File: config.mk
export PLATFORM = sky130hd
export DESIGN_NAME = button_debouncer_flat
export DESIGN_NICKNAME = d
export VERILOG_FILES = /design/src/rtl/button_debouncer_if.sv /design/src/rtl/button_debouncer.sv /design/src/flat_wrapper.sv
export SDC_FILE = /design/constraint.sdc
export NUM_CORES = 1
export LEC_CHECK = 0
export BUFFER_PORTS_ARGS = -buffer_cell sky130_fd_sc_hd__buf_2
export CAP_MARGIN = 20
export CORE_MARGIN = 2
export CORE_UTILIZATION = 50
export CTS_BUF_LIST = sky130_fd_sc_hd__clkbuf_4 sky130_fd_sc_hd__clkbuf_8
export DETAILED_ROUTE_END_ITERATION = 10
export PLACE_DENSITY = 0.66
export REMOVE_ABC_BUFFERS = 1
export SLEW_MARGIN = 20
export SYNTH_ARGS = -nofsm -noshare
export SYNTH_HDL_FRONTEND = slang
export SYNTH_SLANG_ARGS = --single-unit
File: constraint.sdc
create_clock -name clk_i -period 5.7 [get_ports clk_i]
set_input_delay 0.855 -clock clk_i [delete_from_list [all_inputs] [get_ports clk_i]]
set_output_delay 0.855 -clock clk_i [all_outputs]
set_load 0.05 [all_outputs]
File: src/rtl/button_debouncer_if.sv
// ============================================================================
//  Module      : button_debouncer_if
//  Description : Pad-side and conditioned button signals of button_debouncer.
//  Revision    : 1.0  initial release
// ============================================================================
`default_nettype none

interface button_debouncer_if #(
    parameter int NUM_CH = 7
);
    logic [NUM_CH-1:0] btn_raw_i;
    logic [NUM_CH-1:0] btn_o;
    logic [NUM_CH-1:0] press_o;
    logic [NUM_CH-1:0] release_o;
    logic [NUM_CH-1:0] hold_o;

    modport master (
        output btn_raw_i,
        input  btn_o,
        input  press_o,
        input  release_o,
        input  hold_o
    );

    modport slave (
        input  btn_raw_i,
        output btn_o,
        output press_o,
        output release_o,
        output hold_o
    );
endinterface

`default_nettype wire

File: src/rtl/button_debouncer.sv
// ============================================================================
//  Module      : button_debouncer
//  Description : Per-channel synchroniser, polarity fix, debounce filter,
//                press/release pulses and long-press hold flag.
//  Revision    : 1.0  initial release
// ============================================================================
`default_nettype none

module button_debouncer #(
    parameter int                NUM_CH          = 7,
    parameter int                SYNC_STAGES     = 2,
    parameter int                DEBOUNCE_CYCLES = 250000,
    parameter int                HOLD_CYCLES     = 25000000,
    parameter logic [NUM_CH-1:0] INVERT_MASK     = NUM_CH'(1)
) (
    input  logic                clk_i,
    input  logic                rst_ni,
    button_debouncer_if.slave   bus
);

    localparam int DEB_W = (DEBOUNCE_CYCLES > 1) ? $clog2(DEBOUNCE_CYCLES + 1) : 1;
    localparam logic [DEB_W-1:0] DEB_LAST = DEB_W'(DEBOUNCE_CYCLES - 1);

    logic [NUM_CH-1:0] btn_vec;
    logic [NUM_CH-1:0] press_vec;
    logic [NUM_CH-1:0] release_vec;
    logic [NUM_CH-1:0] hold_vec;

    generate
        for (genvar i = 0; i < NUM_CH; i++) begin : g_ch
            logic [SYNC_STAGES-1:0] sync_q, sync_d;
            logic [DEB_W-1:0]       cnt_q, cnt_d;
            logic                   btn_q, btn_d;
            logic                   press_q, press_d;
            logic                   release_q, release_d;
            logic                   s;

            // Preloading the inactive pad level keeps s at 0 out of reset.
            always_comb begin
                sync_d = {sync_q[SYNC_STAGES-2:0], bus.btn_raw_i[i]};
            end

            always_ff @(posedge clk_i) begin
                if (!rst_ni) begin
                    sync_q <= {SYNC_STAGES{INVERT_MASK[i]}};
                end else begin
                    sync_q <= sync_d;
                end
            end

            assign s = sync_q[SYNC_STAGES-1] ^ INVERT_MASK[i];

            always_comb begin
                cnt_d     = cnt_q;
                btn_d     = btn_q;
                press_d   = 1'b0;
                release_d = 1'b0;
                if (s == btn_q) begin
                    cnt_d = '0;
                end else if (cnt_q == DEB_LAST) begin
                    btn_d     = s;
                    cnt_d     = '0;
                    press_d   = s;
                    release_d = ~s;
                end else begin
                    cnt_d = cnt_q + 1'b1;
                end
            end

            always_ff @(posedge clk_i) begin
                if (!rst_ni) begin
                    cnt_q     <= '0;
                    btn_q     <= 1'b0;
                    press_q   <= 1'b0;
                    release_q <= 1'b0;
                end else begin
                    cnt_q     <= cnt_d;
                    btn_q     <= btn_d;
                    press_q   <= press_d;
                    release_q <= release_d;
                end
            end

            if (HOLD_CYCLES > 0) begin : g_hold
                localparam int HOLD_W = (HOLD_CYCLES > 1) ? $clog2(HOLD_CYCLES + 1) : 1;
                localparam logic [HOLD_W-1:0] HOLD_MAX = HOLD_W'(HOLD_CYCLES);

                logic [HOLD_W-1:0] hcnt_q, hcnt_d;
                logic              hold_q, hold_d;

                // Counting only once btn_q is already high places the flag
                // exactly HOLD_CYCLES after the press pulse; clearing on btn_d
                // drops it together with the release pulse.
                always_comb begin
                    hcnt_d = hcnt_q;
                    if (!btn_d) begin
                        hcnt_d = '0;
                    end else if (btn_q && (hcnt_q != HOLD_MAX)) begin
                        hcnt_d = hcnt_q + 1'b1;
                    end
                    hold_d = (hcnt_d == HOLD_MAX);
                end

                always_ff @(posedge clk_i) begin
                    if (!rst_ni) begin
                        hcnt_q <= '0;
                        hold_q <= 1'b0;
                    end else begin
                        hcnt_q <= hcnt_d;
                        hold_q <= hold_d;
                    end
                end

                assign hold_vec[i] = hold_q;
            end else begin : g_no_hold
                assign hold_vec[i] = 1'b0;
            end

            assign btn_vec[i]     = btn_q;
            assign press_vec[i]   = press_q;
            assign release_vec[i] = release_q;
        end
    endgenerate

    assign bus.btn_o     = btn_vec;
    assign bus.press_o   = press_vec;
    assign bus.release_o = release_vec;
    assign bus.hold_o    = hold_vec;

endmodule

`default_nettype wire
File: src/flat_wrapper.sv
// flat-port wrapper written by rule: the top's interface ports become plain ports
module button_debouncer_flat 
#(
    parameter int                NUM_CH          = 7,
    parameter int                SYNC_STAGES     = 2,
    parameter int                DEBOUNCE_CYCLES = 250000,
    parameter int                HOLD_CYCLES     = 25000000,
    parameter logic [NUM_CH-1:0] INVERT_MASK     = NUM_CH'(1)
)
  (clk_i, rst_ni, bus_btn_raw_i, bus_btn_o, bus_press_o, bus_release_o, bus_hold_o);
  button_debouncer_if #(.NUM_CH(NUM_CH)) bus_i ();
  input  logic clk_i;
  input  logic rst_ni;
  input wire logic [$bits(bus_i.btn_raw_i)-1:0] bus_btn_raw_i;
  output wire logic [$bits(bus_i.btn_o)-1:0] bus_btn_o;
  output wire logic [$bits(bus_i.press_o)-1:0] bus_press_o;
  output wire logic [$bits(bus_i.release_o)-1:0] bus_release_o;
  output wire logic [$bits(bus_i.hold_o)-1:0] bus_hold_o;
  assign bus_i.btn_raw_i = bus_btn_raw_i;
  assign bus_btn_o = bus_i.btn_o;
  assign bus_press_o = bus_i.press_o;
  assign bus_release_o = bus_i.release_o;
  assign bus_hold_o = bus_i.hold_o;
  button_debouncer #(.NUM_CH(NUM_CH), .SYNC_STAGES(SYNC_STAGES), .DEBOUNCE_CYCLES(DEBOUNCE_CYCLES), .HOLD_CYCLES(HOLD_CYCLES), .INVERT_MASK(INVERT_MASK)) u_core (.clk_i(clk_i), .rst_ni(rst_ni), .bus(bus_i));
endmodule
# After elaboration in Yosys (flattened, before gate mapping)
# Index checks and enable logic that the tools add are counted.
word_totals:
  out_inout_bits: 28
  regBits: 343
  wordCells: 155
  input_bits: 9
op_classes:
  n_addsub: 14
  n_eq_ne: 28
  reduce_logical: 21
  muxes: 28
  bitwise: 15
ops:
  columns: ["op", "n"]
  rows:
  - ["$mux W25", 14]
  - ["$add A25 B1 Y25 const B", 7]
  - ["$eq A25 B25 Y1 const B", 7]
  - ["$ne A25 B25 Y1 const B", 7]
  - ["$add A18 B1 Y18 const B", 7]
  - ["$eq A18 B18 Y1 const B", 7]
  - ["$reduce_or A3 Y1", 14]
  - ["$not A1 Y1", 15]
  - ["$mux W1", 14]
  - ["$eq A1 B1 Y1", 7]
  - ["$logic_and A1 B1 Y1", 7]

# Longest topological paths before layout
logic_depth:
  word_depth: 5
  mapped_depth: 10
  depth_no_buf: 9

# Worst setup path before layout
# OpenSTA, ideal clock, no wires.
synth_timing:
  path_kind: "reg-to-reg"
  startpoint: "register u_core.g_ch[2].cnt_q[13]"
  endpoint: "register u_core.g_ch[2].g_hold.hold_q"
  period_less_slack_ns: 2.541
  stages_incl_launch_ff: 7
  slack_ns: 3.159
  setup_time_ns: 0.060
  required_time_ns: 5.640
  t_arrival_ns: 2.481
  n_path_buf: 0
  path_cell_list: "dfxtp_1 -> or4b_2 -> nor4_1 -> mux2_2 -> maj3_1 -> o21ai_0 -> and4bb_2"
synth_between:
  elab_chain_len: 5
synth_lines:
  columns: ["item", "line", "text"]
  rows:
  - ["start, declared", "button_debouncer.sv:32", "logic [DEB_W-1:0] cnt_q, cnt_d;"]
  - ["start signal, assigned", "button_debouncer.sv:77", "cnt_q <= cnt_d;"]
  - ["$eq A18 B18 Y1", "button_debouncer.sv:60", "end else if (cnt_q == DEB_LAST) begin"]
  - ["$mux W1", "button_debouncer.sv:60", null]
  - ["$mux W1", "button_debouncer.sv:58", "if (s == btn_q) begin"]
  - ["$mux W25", "button_debouncer.sv:96", "if (!btn_d) begin"]
  - ["$eq A25 B25 Y1", "button_debouncer.sv:101", "hold_d = (hcnt_d == HOLD_MAX);"]
  - ["end signal, assigned", "button_debouncer.sv:110", "hold_q <= hold_d;"]
  - ["end, declared", "button_debouncer.sv:89", "logic hold_q, hold_d;"]
# No other way between the ends.
# A chain may end at the register's enable or synchronous reset.

# Worst setup path after layout
# Same ends and word-level chain as after synthesis.

==> results_dict.tcl <==
set metrics [dict create \
    run_status "finished clean" \
    num-fill-cells 3100 \
    p_seq_frac 0.508 \
    synth.avg_cell_area_um2 8.28 \
    syn-cell-area_um2 17000 \
    rsz0062_at_grt "no" \
    synth_seq_cells 343 \
    met2_length_um 15100 \
    path_cells "or4b_2 -> nor4_1 -> mux2_2 -> nand2_1 -> nor2_1 -> and4bb_2" \
    seqCellArea_um2 6870 \
    cts_root_buf "clkbuf_8" \
    via_per_inst 5.38 \
    power.density_nw_per_um2 258 \
    ctsResizeCount 0 \
    async_flop_share 0 \
    yosys-top-cells-count "362 x nor2_1, 343 x dfxtp_1, 163 x xor2_1" \
    p_int_uw 3770 \
    critPathMaxStageDelay_ns 0.70 \
    initial_core_util 0.507 \
    path_max_fanout 24 \
    seq_area_frac_synth 0.405 \
    arrival_ns 3.69 \
    clock_skew_ns 0.0161 \
    grt-ovfl-total 0 \
    wl_met1_um 16700 \
    die_y_um 188 \
    drv_cap 0 \
    clockBufferDepth 3 \
    clock.fmax_ghz 0.313 \
    cts.sinks 343 \
    final_nets 2050 \
    cp-end-kind "flop" \
    synth_cell_type_count 71 \
    swShare 0.205 \
    first_pass_iters 6 \
    p_comb_frac 0.005 \
    report.final.hold_viol_count 0 \
    crit_path_top_delay_cell "or4b_2" \
    slew_headroom 0.313 \
    clk_pin_slew_ns 0.06 \
    ioPinCount 37 \
    die_area_um2 35400 \
    first_iter_violations 622 \
    wl_met3_um 1290 \
    portBuffers 36 \
    crit_family "simple AND/OR/NAND/NOR gates" \
    areaGrowthSynthToFinish_pct 8.20 \
    netlist_instances 2050 \
    worstSkewPairLatency_ns 0.60 \
    cts_tree "done" \
    core-area_um2 33400 \
    multi_input_area_um2 9270 \
    finalSetupViolCount 0 \
    yosysTopAreaCell "dfxtp_1" \
    rows 67 \
    drtAntennaViolNets 0 \
    gp_congestion 0.873 \
    crit_required_ns 6.19 \
    post_cts_buffers 0 \
    yosysTopAreaCellShare 0.405 \
    h-tree-depth 2 \
    cts_hold_buffers 0 \
    synth_edf_count 0 \
    grt_pass1_vias 12834 \
    fin_crit_sh 0.560 \
    top_layer "met4" \
    die_w_um 188 \
    ys_top_cells_by_area "dfxtp_1 40%, xor2_1 8.4%, nor2_1 8.0%, xnor2_1 7.0%, nand2_1 3.5%" \
    leakage_uw 0.00591 \
    critPathKind "reg2reg" \
    fin_tns_setup_ns 0 \
    drt_wl_total_um 33800 \
    worstMarginPinSlew_ns 1.02 \
    drc 0 \
    netSwitchingPower_uw 975 \
    cts_buffers 56 \
    report.final.slew_viol_count 0 \
    yosys_warnings 0 \
    synthFlopType "dfxtp_1" \
    routed-via-count 13493 \
    hp-class "reg2reg" \
    yosysMostFrequentCell "nor2_1" \
    place_hpwl_um 23100 \
    diodes 0 \
    peakVddDrop_v 0.000202 \
    startpoint_type "flop" \
    antenna_found_initial 0 \
    grt_pass1_wl_um 58400 \
    drive_above_1_share 0.0816 \
    pwr-share-clk 0.487 \
    drt-wirelength-per-cell_um 13.5 \
    timing.critical_path.buf_inv 0 \
    grt_max_degree 33 \
    dp.cells 2410 \
    grt_usage 0.190 \
    post-route-min-period_ns 3.19 \
    stdcell_count 2508 \
]
-- cells by family (layout without fill, tap and decap cells) --
kind of cell             count (synthesis)  count (layout)  share of synthesized area
AO/OA/AOI/OAI                          135             135                     0.0511
buffers and inverters                  189             199                     0.0496
flip-flops                             343             343                      0.405
multiplexers                            18              18                     0.0111
adder cells (fa/ha/maj)                 22              22                     0.0161
AND/OR/NAND/NOR                       1044            1044                      0.313
XOR/XNOR                               299             299                      0.154
-- power groups by stage --
stage | Clock, uW | Sequential [uW] | Combinational (uW)
2_1_floorplan | 0 | 2460 | 12.2
3_3_place_gp | 0 | 2460 | 24.3
3_5_place_dp | 0 | 2460 | 24.5
4_1_cts | 2390 | 2410 | 24.8
5_1_grt | 2500 | 2410 | 26.7
6_report | 2310 | 2410 | 23.6
-- through the flow --
| stage | power, uW | instance area [um2] | hold slack, ns | util | setup slack [ns] |
|---|---|---|---|---|---|
| 4_1_cts | 4830 | 18300 | 0.407 | 0.549 | 2.50 |
| 3_3_place_gp | 2480 | 17100 | 0.400 | 0.512 | 2.60 |
| 5_1_grt | 4930 | 18400 | 0.416 | 0.549 | 2.25 |
| 6_report | 4750 | 18400 | 0.406 | 0.549 | 2.51 |
| 3_5_place_dp | 2490 | 17100 | 0.399 | 0.512 | 2.54 |
| 2_1_floorplan | 2470 | 16400 | 0.386 | - | 2.95 |
-- state kept, by name (all words and copies together) (netlist names) --
register / flops
u_core.g_ch.release_q: 7
u_core.g_ch.press_q: 7
u_core.g_ch.sync_q: 14
u_core.g_ch.btn_q: 7
u_core.g_ch.g_hold.hcnt_q: 175
u_core.g_ch.cnt_q: 126
u_core.g_ch.g_hold.hold_q: 7
-- path summary, 6_finish.rpt --
check / start / end / slack, ns / cells after the start
setup / recovery: u_core.g_ch[2].cnt_q[13]$_SDFF_PP0_ / u_core.g_ch[2].g_hold.hold_q$_SDFF_PN0_ / 2.51 / 6
hold / removal: u_core.g_ch[0].sync_q[0]$_SDFF_PN1_ / u_core.g_ch[0].sync_q[1]$_SDFF_PN1_ / 0.41 / 1
setup reg to reg: u_core.g_ch[2].cnt_q[13]$_SDFF_PP0_ / u_core.g_ch[2].g_hold.hold_q$_SDFF_PN0_ / 2.51 / 6
hold reg to reg: u_core.g_ch[0].sync_q[0]$_SDFF_PN1_ / u_core.g_ch[0].sync_q[1]$_SDFF_PN1_ / 0.41 / 1
-- per-layer routing --
metal,GRT usage,vias to the layer above
met4,0.0584,0
met1,0.254,6285
li1,-,6947
met3,0.0332,54
met5,0,-
met2,0.313,207
-- layout make-up --
class / instances / area share
clock buffers: 84 / 0.0575
clock inverters: 14 / 0.00954
inverters: 63 / 0.0129
multi-input cells: 1518 / 0.505
flip-flops and latches: 343 / 0.374
well taps: 448 / 0.0305
repair buffers: 38 / 0.0106
-- worst reg2reg max path, stage by stage, from the launching register on --
cell      delay [ns]
dfxtp_1         0.33
or4b_2          0.70
nor4_1          0.62
mux2_2          0.42
nand2_1         0.60
nor2_1          0.15
and4bb_2        0.26
-- placed cells by master, fill, tap and decap left out, types with 4 or more instances in the layout --
cell type	instances
or4_1	9
or4b_2	8
nand3_1	118
bufinv_16	4
nor3b_1	18
nand2b_1	9
nand2_1	158
nand4_1	84
nor3_1	57
mux2i_1	11
clkbuf_8	68
a31oi_1	11
xor2_1	163
and4_1	17
nor2_1	362
clkbuf_4	16
nor4_1	35
nor2b_1	8
ha_1	21
and3_1	57
nand4b_1	4
a21oi_1	32
inv_1	63
nor4bb_1	7
and4b_1	5
o21ai_0	33
mux2_2	7
buf_2	36
or3_1	29
nor4b_1	16
and2_1	20
a211oi_1	9
clkinv_2	8
a41oi_1	4
o31ai_1	8
a2111oi_0	4
xnor2_1	136
dfxtp_1	343
No activity file was read; power rests on OpenSTA's default activity.
